===== src/rtl/shift64_ctrl_if.sv =====
// Bundles the shift64_ctrl control handshake, operands, results and
// time-shared barrel-shifter bus into one interface.
interface shift64_ctrl_if #(
    parameter int DW = 32,
    parameter int AW = 6
);
    logic          start;
    logic [1:0]    op;
    logic [AW-1:0] amt;
    logic [DW-1:0] din_hi;
    logic [DW-1:0] din_lo;
    logic [DW-1:0] bs_D;
    logic [4:0]    bs_shamt;
    logic [1:0]    bs_LRRA;
    logic [DW-1:0] bs_Y;
    logic [DW-1:0] dout_hi;
    logic [DW-1:0] dout_lo;
    logic          carry;
    logic          err;
    logic          busy;
    logic          done;

    modport master (
        output start, op, amt, din_hi, din_lo, bs_Y,
        input  bs_D, bs_shamt, bs_LRRA, dout_hi, dout_lo, carry, err, busy, done
    );

    modport slave (
        input  start, op, amt, din_hi, din_lo, bs_Y,
        output bs_D, bs_shamt, bs_LRRA, dout_hi, dout_lo, carry, err, busy, done
    );
endinterface


===== src/rtl/shift64_ctrl.sv =====
// 64-bit SLL/SRL/SRA sequencer built on one shared 32-bit barrel shifter.
// Optional ROR64 (op=11) is enabled by defining SHIFT64_ROTATE_EN.
module shift64_ctrl #(
    parameter int DW = 32,
    parameter int AW = 6
) (
    input logic           clk,
    input logic           reset,
    shift64_ctrl_if.slave bus
);
    localparam logic [1:0] OP_SLL = 2'b00;
    localparam logic [1:0] OP_SRL = 2'b01;
    localparam logic [1:0] OP_SRA = 2'b10;
    localparam logic [1:0] OP_ROR = 2'b11;
    localparam logic [1:0] BS_SLL = 2'b00;
    localparam logic [1:0] BS_SRL = 2'b01;
    localparam logic [1:0] BS_SRA = 2'b10;
    localparam logic [1:0] BS_OFF = 2'b11;

    typedef enum logic [2:0] {IDLE, OP_A, OP_B, OP_C, OP_D, DONE} state_t;

    state_t        state_q, state_d;
    logic [DW-1:0] op_hi, op_lo, hi_w, lo_w, hi_nx, lo_nx;
    logic [DW-1:0] dout_hi_q, dout_lo_q;
    logic [1:0]    op_r;
    logic [AW-1:0] amt_r;
    logic          carry_w, carry_nx, carry_q, err_q;
    logic          accept, commit, illegal, rot_swap;
    logic [5:0]    cidx;
    logic [2*DW-1:0] wide;
    logic [4:0]    m, neg_m;

    // m is n for n<32 and n-32 for n>32; neg_m is 32-n, never 0 when m is not
    assign m     = amt_r[4:0];
    assign neg_m = 5'd0 - amt_r[4:0];
    assign wide  = {bus.din_hi, bus.din_lo};

    always_comb begin
        state_d      = state_q;
        hi_nx        = hi_w;
        lo_nx        = lo_w;
        carry_nx     = carry_w;
        accept       = 1'b0;
        commit       = 1'b0;
        illegal      = 1'b0;
        rot_swap     = 1'b0;
        cidx         = 6'd0;
        bus.bs_D     = '0;
        bus.bs_shamt = 5'd0;
        bus.bs_LRRA  = BS_OFF;
        case (state_q)
            IDLE: begin
                if (bus.start) begin
                    accept = 1'b1;
`ifdef SHIFT64_ROTATE_EN
                    rot_swap = (bus.op == OP_ROR) && (bus.amt > AW'(32));
`else
                    illegal = (bus.op == OP_ROR);
`endif
                    cidx     = (bus.op == OP_SLL) ? 6'd0 - bus.amt : bus.amt - 6'd1;
                    carry_nx = (bus.amt == '0) ? 1'b0 : wide[cidx];
                    if (illegal) begin
                        state_d = DONE;
                    end else if (bus.amt == '0) begin
                        hi_nx   = bus.din_hi;
                        lo_nx   = bus.din_lo;
                        commit  = 1'b1;
                        state_d = DONE;
                    end else if (bus.amt == AW'(32)) begin
                        case (bus.op)
                            OP_SLL:  begin hi_nx = bus.din_lo; lo_nx = '0; end
                            OP_SRL:  begin hi_nx = '0; lo_nx = bus.din_hi; end
                            OP_SRA:  begin hi_nx = {DW{bus.din_hi[DW-1]}}; lo_nx = bus.din_hi; end
                            default: begin hi_nx = bus.din_lo; lo_nx = bus.din_hi; end
                        endcase
                        commit  = 1'b1;
                        state_d = DONE;
                    end else if (bus.amt > AW'(32) && bus.op != OP_ROR) begin
                        // Only the word fed by the shifter is left for OP_C
                        case (bus.op)
                            OP_SLL:  lo_nx = '0;
                            OP_SRA:  hi_nx = {DW{bus.din_hi[DW-1]}};
                            default: hi_nx = '0;
                        endcase
                        state_d = OP_C;
                    end else begin
                        state_d = OP_A;
                    end
                end
            end
            OP_A: begin
                bus.bs_shamt = m;
                if (op_r == OP_SLL) begin
                    bus.bs_D = op_hi; bus.bs_LRRA = BS_SLL; hi_nx = bus.bs_Y;
                end else begin
                    bus.bs_D = op_lo; bus.bs_LRRA = BS_SRL; lo_nx = bus.bs_Y;
                end
                state_d = OP_B;
            end
            OP_B: begin
                bus.bs_shamt = neg_m;
                if (op_r == OP_SLL) begin
                    bus.bs_D = op_lo; bus.bs_LRRA = BS_SRL; hi_nx = hi_w | bus.bs_Y;
                end else begin
                    bus.bs_D = op_hi; bus.bs_LRRA = BS_SLL; lo_nx = lo_w | bus.bs_Y;
                end
                state_d = OP_C;
            end
            OP_C: begin
                bus.bs_shamt = m;
                if (op_r == OP_SLL) begin
                    bus.bs_D = op_lo; bus.bs_LRRA = BS_SLL;
                    if (amt_r > AW'(32)) hi_nx = bus.bs_Y;
                    else                 lo_nx = bus.bs_Y;
                end else begin
                    bus.bs_D    = op_hi;
                    bus.bs_LRRA = (op_r == OP_SRA) ? BS_SRA : BS_SRL;
                    if (amt_r > AW'(32) && op_r != OP_ROR) lo_nx = bus.bs_Y;
                    else                                   hi_nx = bus.bs_Y;
                end
`ifdef SHIFT64_ROTATE_EN
                if (op_r == OP_ROR) begin
                    state_d = OP_D;
                end else begin
                    commit  = 1'b1;
                    state_d = DONE;
                end
`else
                commit  = 1'b1;
                state_d = DONE;
`endif
            end
`ifdef SHIFT64_ROTATE_EN
            OP_D: begin
                bus.bs_shamt = neg_m;
                bus.bs_D     = op_lo;
                bus.bs_LRRA  = BS_SLL;
                hi_nx        = hi_w | bus.bs_Y;
                commit       = 1'b1;
                state_d      = DONE;
            end
`endif
            DONE:    state_d = IDLE;
            default: state_d = IDLE;
        endcase
    end

    always_ff @(posedge clk or posedge reset) begin
        if (reset) begin
            state_q   <= IDLE;
            op_hi     <= '0;
            op_lo     <= '0;
            hi_w      <= '0;
            lo_w      <= '0;
            carry_w   <= 1'b0;
            op_r      <= '0;
            amt_r     <= '0;
            dout_hi_q <= '0;
            dout_lo_q <= '0;
            carry_q   <= 1'b0;
            err_q     <= 1'b0;
        end else begin
            state_q <= state_d;
            hi_w    <= hi_nx;
            lo_w    <= lo_nx;
            carry_w <= carry_nx;
            if (accept) begin
                // ROR by n>32 is a word swap followed by ROR by n-32
                op_hi <= rot_swap ? bus.din_lo : bus.din_hi;
                op_lo <= rot_swap ? bus.din_hi : bus.din_lo;
                op_r  <= bus.op;
                amt_r <= bus.amt;
                err_q <= illegal;
            end
            if (commit) begin
                dout_hi_q <= hi_nx;
                dout_lo_q <= lo_nx;
                carry_q   <= carry_nx;
            end
        end
    end

    assign bus.dout_hi = dout_hi_q;
    assign bus.dout_lo = dout_lo_q;
    assign bus.carry   = carry_q;
    assign bus.err     = err_q;
    assign bus.busy    = (state_q != IDLE);
    assign bus.done    = (state_q == DONE);
endmodule


===== src/flat_wrapper.sv =====
// flat-port wrapper written by rule: the top's interface ports become plain ports
module shift64_ctrl_flat 
#(
    parameter int DW = 32,
    parameter int AW = 6
)
  (clk, reset, bus_start, bus_op, bus_amt, bus_din_hi, bus_din_lo, bus_bs_Y, bus_bs_D, bus_bs_shamt, bus_bs_LRRA, bus_dout_hi, bus_dout_lo, bus_carry, bus_err, bus_busy, bus_done);
  shift64_ctrl_if #(.DW(DW), .AW(AW)) bus_i ();
  input logic clk;
  input logic reset;
  input wire logic [$bits(bus_i.start)-1:0] bus_start;
  input wire logic [$bits(bus_i.op)-1:0] bus_op;
  input wire logic [$bits(bus_i.amt)-1:0] bus_amt;
  input wire logic [$bits(bus_i.din_hi)-1:0] bus_din_hi;
  input wire logic [$bits(bus_i.din_lo)-1:0] bus_din_lo;
  input wire logic [$bits(bus_i.bs_Y)-1:0] bus_bs_Y;
  output wire logic [$bits(bus_i.bs_D)-1:0] bus_bs_D;
  output wire logic [$bits(bus_i.bs_shamt)-1:0] bus_bs_shamt;
  output wire logic [$bits(bus_i.bs_LRRA)-1:0] bus_bs_LRRA;
  output wire logic [$bits(bus_i.dout_hi)-1:0] bus_dout_hi;
  output wire logic [$bits(bus_i.dout_lo)-1:0] bus_dout_lo;
  output wire logic [$bits(bus_i.carry)-1:0] bus_carry;
  output wire logic [$bits(bus_i.err)-1:0] bus_err;
  output wire logic [$bits(bus_i.busy)-1:0] bus_busy;
  output wire logic [$bits(bus_i.done)-1:0] bus_done;
  assign bus_i.start = bus_start;
  assign bus_i.op = bus_op;
  assign bus_i.amt = bus_amt;
  assign bus_i.din_hi = bus_din_hi;
  assign bus_i.din_lo = bus_din_lo;
  assign bus_i.bs_Y = bus_bs_Y;
  assign bus_bs_D = bus_i.bs_D;
  assign bus_bs_shamt = bus_i.bs_shamt;
  assign bus_bs_LRRA = bus_i.bs_LRRA;
  assign bus_dout_hi = bus_i.dout_hi;
  assign bus_dout_lo = bus_i.dout_lo;
  assign bus_carry = bus_i.carry;
  assign bus_err = bus_i.err;
  assign bus_busy = bus_i.busy;
  assign bus_done = bus_i.done;
  shift64_ctrl #(.DW(DW), .AW(AW)) u_core (.clk(clk), .reset(reset), .bus(bus_i));
endmodule

===== config.mk =====
export PLATFORM = sky130hd
export DESIGN_NAME = shift64_ctrl_flat
export DESIGN_NICKNAME = d
export VERILOG_FILES = /design/src/rtl/shift64_ctrl_if.sv /design/src/rtl/shift64_ctrl.sv /design/src/flat_wrapper.sv
export SDC_FILE = /design/constraint.sdc
export NUM_CORES = 1
export LEC_CHECK = 0
export ABC_CLOCK_PERIOD_IN_PS = 7600
export CORE_MARGIN = 2
export CORE_UTILIZATION = 50
export CTS_CLUSTER_SIZE = 16
export DETAILED_ROUTE_END_ITERATION = 10
export PLACE_DENSITY_LB_ADDON = 0.12
export SETUP_SLACK_MARGIN = 0.1
export SYNTH_ARGS = -nofsm -noshare
export SYNTH_HDL_FRONTEND = slang
export SYNTH_SLANG_ARGS = --single-unit

===== constraint.sdc =====
create_clock -name clk -period 7.6 [get_ports clk]
set_input_delay 1.14 -clock clk [delete_from_list [all_inputs] [get_ports clk]]
set_output_delay 1.14 -clock clk [all_outputs]
set_load 0.05 [all_outputs]

==> results.py, run 1 <==
metrics = {
    "placement": {
        "dp_hpwl_um": 30000,
        "io_buffers": 213,
        "gp_congestion": 0.921,
    },
    "worst_setup_path": {
        "worstPathMaxFanout": 107,
        "arrival_ns": 5.27,
        "worst-setup-path-type": "in2reg",
        "cp_data_required_time_ns": 8.03,
        "path_cells": "clkdlybuf4s50_1, inv_1, ha_1, or4b_4, a21oi_4, o21ai_0, a22oi_1, o21ai_2, mux2_2",
        "r2r_cells": 6,
        "cp-start-kind": "input port",
        "crit_family": "compound AO/OA/AOI/OAI gates",
        "slowest_stage": "or4b_4",
        "end_kind": "register",
        "slowest_delay_ns": 1.00,
        "worst-path-buf-inv": 2,
        "path_depth": 9,
    },
    "drt": {
        "detail_route.iter0.violations": 1490,
        "first_pass_iters": 5,
        "drt-total-wl_um": 45800,
        "ant_nets": 0,
        "wl_per_cell_um": 23.3,
        "drc": 0,
        "viasPerCell": 6.43,
        "dr_total_vias": 12600,
    },
    "power_and_ir_drop": {
        "switching_share_pct": 48.9,
        "p_total_mw": 8.03,
        "ir_worst_vdd_mv": 0.311,
        "clkPwrFrac_pct": 13.9,
        "powerDensity_nw_per_um2": 487,
        "combPwrFrac_pct": 60.9,
        "internal_power_mw": 4.11,
        "p_leak_nw": 6.61,
        "seq_power_share_pct": 25.2,
        "switching_power_mw": 3.92,
    },
    "clock_network": {
        "cts_setup_buffers": 0,
        "tritoncts": "done",
        "post_cts_resized": 0,
        "h-tree-depth": 1,
        "numCtsBuffers": 24,
        "clk_pin_slew_ns": 0.06,
        "cts_num_sinks": 206,
        "clockRootBuffer": "clkbuf_16",
        "cts_max_path_buffers": 3,
        "clock_latency_ns": 0.55,
        "hold_buffers": 0,
    },
    "final_layout": {
        "area_growth_pct": 21.3,
        "n_antenna_cell": 0,
        "nFillCells": 2269,
        "nets": 1718,
        "drive_gt1_share_pct": 16.0,
    },
    "timing": {
        "tightest_slew_ns": 1.20,
        "finalHoldViolations": 0,
        "period_share_pct": 63.6,
        "drv_slew": 0,
        "setup_viol": 0,
        "fmax_ghz": 0.207,
        "rsz0062_at_grt": "false",
        "setup_tns_ns": 0,
        "relSlewSlack_pct": 20.3,
        "layout_min_cycle_time_ns": 4.84,
        "finalClockSkew_ns": 0.0184,
    },
    "global_routing": {
        "grt_pass1_vias": 12100,
        "grt_max_degree": 132,
        "grt_first_pass_wirelength_um": 70800,
        "gr-total-overflow": 0,
        "antenna_found_initial": 0,
        "grt_usage_pct": 31.5,
    },
    "synthesis": {
        "synthesis.nets": 1597,
        "synth_edf_count": 0,
        "yosys_most_used_dff": "dfrtp_1",
        "synth_top_area_share_pct": 37.9,
        "synth_area_leaders": "dfrtp_1 (38%), nand2_1 (6.6%), a211oi_1 (5.5%), mux2_2 (5.4%), o21ai_0 (4.7%)",
        "syn_area_um2": 13600,
        "yosysSeqAreaShare_pct": 37.9,
        "synth-async-reset-ratio_pct": 100,
        "synth.distinct_cells": 79,
        "synth.most_common_cell": "nand2_1",
        "ys_top_cells_by_count": "nand2_1 (239), dfrtp_1 (206), o21ai_0 (127)",
        "syn_inst": 1485,
        "yosysWarnings": 0,
        "syn_avg_cell_area_um2": 9.15,
        "yosysTopAreaCell": "dfrtp_1",
        "ys_ff_latch": 206,
    },
    "floorplanning": {
        "die_area_um2": 28500,
        "core_area_um2": 26800,
        "io_pins": 214,
        "die_height_um": 169,
        "dieWidth_um": 169,
        "rows": 60,
        "start_util_pct": 50.7,
    },
    "outcome": {
        "outcome": "complete, no violations",
    },
    "min_path": {
        "hold_path.class": "reg2reg",
        "hold_depth": 2,
    },
    "flow_run": {
        "cap_violations": 0,
    },
}
-- sequential cells by signal, indices dropped and copies added, names as in the netlist --
register and flops:
u_core.amt_r 6, u_core.bus.carry 1, u_core.bus.dout_hi 32, u_core.bus.dout_lo 32
u_core.bus.err 1, u_core.carry_w 1, u_core.hi_w 32, u_core.lo_w 32
u_core.op_hi 32, u_core.op_lo 32, u_core.op_r 2, u_core.state_q 3
-- power groups by stage --
| stage | Sequential (mW) | Clock, mW | Combinational (mW) |
|---|---|---|---|
| floorplan | 2.52 | 0 | 3.00 |
| global placement | 2.02 | 0 | 4.79 |
| detailed placement | 2.03 | 0 | 4.86 |
| CTS | 2.02 | 1.13 | 4.88 |
| global route | 2.09 | 1.18 | 5.20 |
| finish | 2.02 | 1.11 | 4.89 |
-- tightest hold or removal path: stages (launching register included) --
cell and delay, ns:
dfrtp_1 0.34, nand2_1 0.05, nand2_1 0.05
-- metrics by stage --
stage	hold WS [ns]	cells	area [um^2]	worst slack [ns]	util, %
floorplan	0.443	1485	13600	0.836	-
global placement	0.459	1921	15700	2.45	58.7
CTS	0.479	1962	16500	2.82	61.5
global route	0.494	1962	16500	2.46	61.5
finish	0.473	1962	16500	2.76	61.5
detailed placement	0.464	1921	15700	2.24	58.7
-- cell usage in the layout, fill, tap and decap left out, types with 32 or more instances in the layout --
cell             instances
inv_1                   42
o21ai_0                127
a22o_1                  33
nor2_1                  68
a211oi_1                99
clkdlybuf4s50_1        211
nand2_1                237
nor3_1                  48
nor2b_1                 38
mux2_2                  65
dfrtp_1                205
o21ai_2                 32
a22oi_1                 43
-- metal layers --
metal  global-route usage (%)  part of all wire (%)  up-vias
met1                     45.6                    43     6138
met3                     9.19                    11       84
li1                         -                     -     5731
met5                        0                     0        -
met2                     46.0                    43      658
met4                     9.33                   2.8        0
-- logic make-up after synthesis --
kind of cell | count (synthesis) | synth area share [%]
buf+inv | 187 | 5.91
compound gates | 509 | 28.7
flops | 206 | 37.9
fa+ha+maj | 6 | 0.543
mux | 115 | 11.3
simple gates | 462 | 15.6
-- cell type report --
class	instances	area, um^2	area share, %
multi-input combinational	1092	7680	46.6
clock inverter	6	85.1	0.516
timing repair buffer	236	2290	13.9
inverter	46	180	1.09
sequential	206	5160	31.3
clock buffer	35	662	4.02
tap	341	427	2.59
-- worst paths after layout --
kind	to	slack (ns)	startpoint
worst max-delay path	u_core.bus.dout_lo[13]	2.76	bus_amt[1]
worst min-delay path	u_core.op_hi[21]	0.47	u_core.op_hi[21]
worst max register to register	u_core.bus.dout_lo[26]	3.89	u_core.state_q[1]
worst min register to register	u_core.op_hi[21]	0.47	u_core.op_hi[21]
max in group asynchronous	u_core.state_q[2]	4.80	reset
min in group asynchronous	u_core.bus.dout_hi[3]	1.19	reset
Note: power is estimated with default switching activity, not from simulation.
==> run 2: changes to the inputs <==
--- a/config.mk
+++ b/config.mk
@@ -5,7 +5,7 @@
 export SDC_FILE = /design/constraint.sdc
 export NUM_CORES = 1
 export LEC_CHECK = 0
-export ABC_CLOCK_PERIOD_IN_PS = 7600
+export ABC_CLOCK_PERIOD_IN_PS = 4680
 export CORE_MARGIN = 2
 export CORE_UTILIZATION = 50
 export CTS_CLUSTER_SIZE = 16
==> constraint.sdc (replaced) <==
create_clock -name clk -period 4.68 [get_ports clk]
set_input_delay 0.702 -clock clk [delete_from_list [all_inputs] [get_ports clk]]
set_output_delay 0.702 -clock clk [all_outputs]
set_load 0.05 [all_outputs]
==> run 2 against run 1 <==
Compared with the run above: total power grew 66%; critical path depth down 2; hold slack gained 0.0019 ns; flip-flop and latch count did not move; highest routed layer unchanged; global-route usage rose by 0.68 points; die area is the same; clock skew is 0.0093 ns lower; via count increased by 1.7%; non-clock buffer count increased by 21; clock power is 85% higher; register-to-register slack worse by 2.8 ns; sequential power grew 62%.
==> results.py, run 2 (same netlist as run 1, synthesis figures left out) <==
metrics = {
    "worst_setup_path": {
        "end_kind": "output pin",
        "cp_data_required_time_ns": 3.98,
        "arrival_ns": 3.58,
        "cp-start-kind": "register",
        "endpoint": "bus_bs_D[15]",
        "rr_endpoint": "u_core.bus.dout_lo[4]",
        "r2r_cells": 10,
        "critical_path.startpoint": "u_core.state_q[1]",
        "path_depth": 7,
        "worst-path-buf-inv": 3,
        "worstPathMaxFanout": 32,
        "path_cells": "clkinv_1, nor2_1, nand2_1, o21ai_2, buf_4, a22o_1, clkdlybuf4s50_1",
        "crit_family": "buffers and inverters",
        "worst-setup-path-type": "reg2out",
        "slowest_delay_ns": 0.82,
        "r2r_setup_slack_ns": 1.13,
        "slowest_stage": "clkdlybuf4s50_1",
        "reg2reg_from": "u_core.amt_r[0]",
    },
    "clock_network": {
        "h-tree-depth": 1,
        "post_cts_resized": 0,
        "numCtsBuffers": 24,
        "clock_latency_ns": 0.54,
        "clockRootBuffer": "clkbuf_16",
        "cts_num_sinks": 206,
        "cts_setup_buffers": 0,
        "clk_pin_slew_ns": 0.06,
        "cts_max_path_buffers": 3,
        "tritoncts": "done",
        "hold_buffers": 0,
    },
    "timing": {
        "rsz0062_at_grt": "false",
        "period_share_pct": 91.5,
        "finalClockSkew_ns": 0.00906,
        "tightest_slew_ns": 1.14,
        "drv_slew": 0,
        "layout_setup_ws_ns": 0.398,
        "hold_ws_ns": 0.475,
        "finalHoldViolations": 0,
        "fmax_ghz": 0.234,
        "setup_viol": 0,
        "relSlewSlack_pct": 24.2,
        "setup_tns_ns": 0,
        "layout_min_cycle_time_ns": 4.28,
    },
    "drt": {
        "detail_route.iter0.violations": 1694,
        "first_pass_iters": 7,
        "dr_total_vias": 12800,
        "drt-total-wl_um": 46800,
        "wl_per_cell_um": 23.6,
        "highest_layer": "met4",
        "wl_met3_um": 5050,
        "wl_met1_um": 20800,
        "ant_nets": 0,
        "dr_wl_met2_um": 19600,
        "drc": 0,
        "viasPerCell": 6.46,
    },
    "global_routing": {
        "grt_max_degree": 68,
        "grt_pass1_vias": 12100,
        "grt_first_pass_wirelength_um": 71800,
        "antenna_found_initial": 0,
        "gr-total-overflow": 0,
        "grt_usage_pct": 32.2,
    },
    "final_layout": {
        "instances_no_fill": 1984,
        "n_antenna_cell": 0,
        "design_area_um2": 16800,
        "nFillCells": 2311,
        "area_growth_pct": 23.5,
        "regArea_um2": 5160,
        "multiInputGateArea_um2": 7670,
        "nets": 1739,
        "final_cell_mix": "nand2_1 (238), clkdlybuf4s50_1 (211), dfrtp_1 (205), o21ai_0 (127), a211oi_1 (99)",
        "drive_gt1_share_pct": 17.4,
        "final_util_pct": 62.6,
        "final_common_cell": "nand2_1",
    },
    "power_and_ir_drop": {
        "p_total_mw": 13.4,
        "p_leak_nw": 6.78,
        "ir_worst_vdd_mv": 0.452,
        "powerDensity_nw_per_um2": 796,
    },
    "floorplanning": {
        "rows": 60,
        "die_area_um2": 28500,
        "io_pins": 214,
        "core_area_um2": 26800,
        "start_util_pct": 50.7,
        "die_height_um": 169,
        "dieWidth_um": 169,
    },
    "placement": {
        "gp_congestion": 0.942,
        "io_buffers": 213,
        "dpl.cell_count": 1942,
        "placed_area_um2": 15900,
        "dp_slack_ns": 0.832,
        "dp_hpwl_um": 31800,
    },
    "outcome": {
        "outcome": "complete, no violations",
    },
    "min_path": {
        "hold_path.class": "in2async",
    },
    "flow_run": {
        "cap_violations": 0,
    },
}
==> run 2: cell types whose count changed in the layout (fill, tap and decap cells not counted) <==
cell       before  now
buf_4          23   41
nand2_2         2    1
buf_12          0    3
nand2_1       237  238
clkbuf_8        2    4
inv_8           1    0
clkinv_8        0    1
clkinv_2        2    3
a21oi_2         0    1
a21oi_4         1    0
clkinv_16       1    0
bufinv_16       1    5
clkbuf_1        9    4
==> run 2: how the worst min path moves through the flow <==
stage | cells after the start | to
4_1_cts | 2 | u_core.bus.dout_lo[6]
5_1_grt | 2 | u_core.op_hi[12]
2_1_floorplan | 2 | u_core.carry_w
6_report | 2 | u_core.bus.dout_lo[6]
3_3_place_gp | 2 | u_core.op_hi[6]
3_5_place_dp | 2 | u_core.op_hi[9]
==> run 2: cell type report <==
cell class / instances / share of cell area (%)
Tap cell: 341 / 2.54
Clock buffer: 32 / 4.00
Timing Repair Buffer: 257 / 14.8
Clock inverter: 10 / 1.13
Sequential cell: 206 / 30.7
Inverter: 46 / 1.05
Multi-Input combinational cell: 1092 / 45.7
==> run 2: routing by layer <==
layer | GRT usage [%] | vias up
met1 | 48.6 | 6257
met2 | 45.5 | 714
met3 | 7.83 | 106
met4 | 9.93 | 0
met5 | 0 | -
li1 | - | 5749
==> run 2: power breakdown <==
| part | switching [mW] | internal [mW] |
|---|---|---|
| clock network | 0.773 | 1.28 |
| registers | 0.593 | 2.69 |
| logic | 5.04 | 2.99 |
| total | 6.40 | 6.96 |
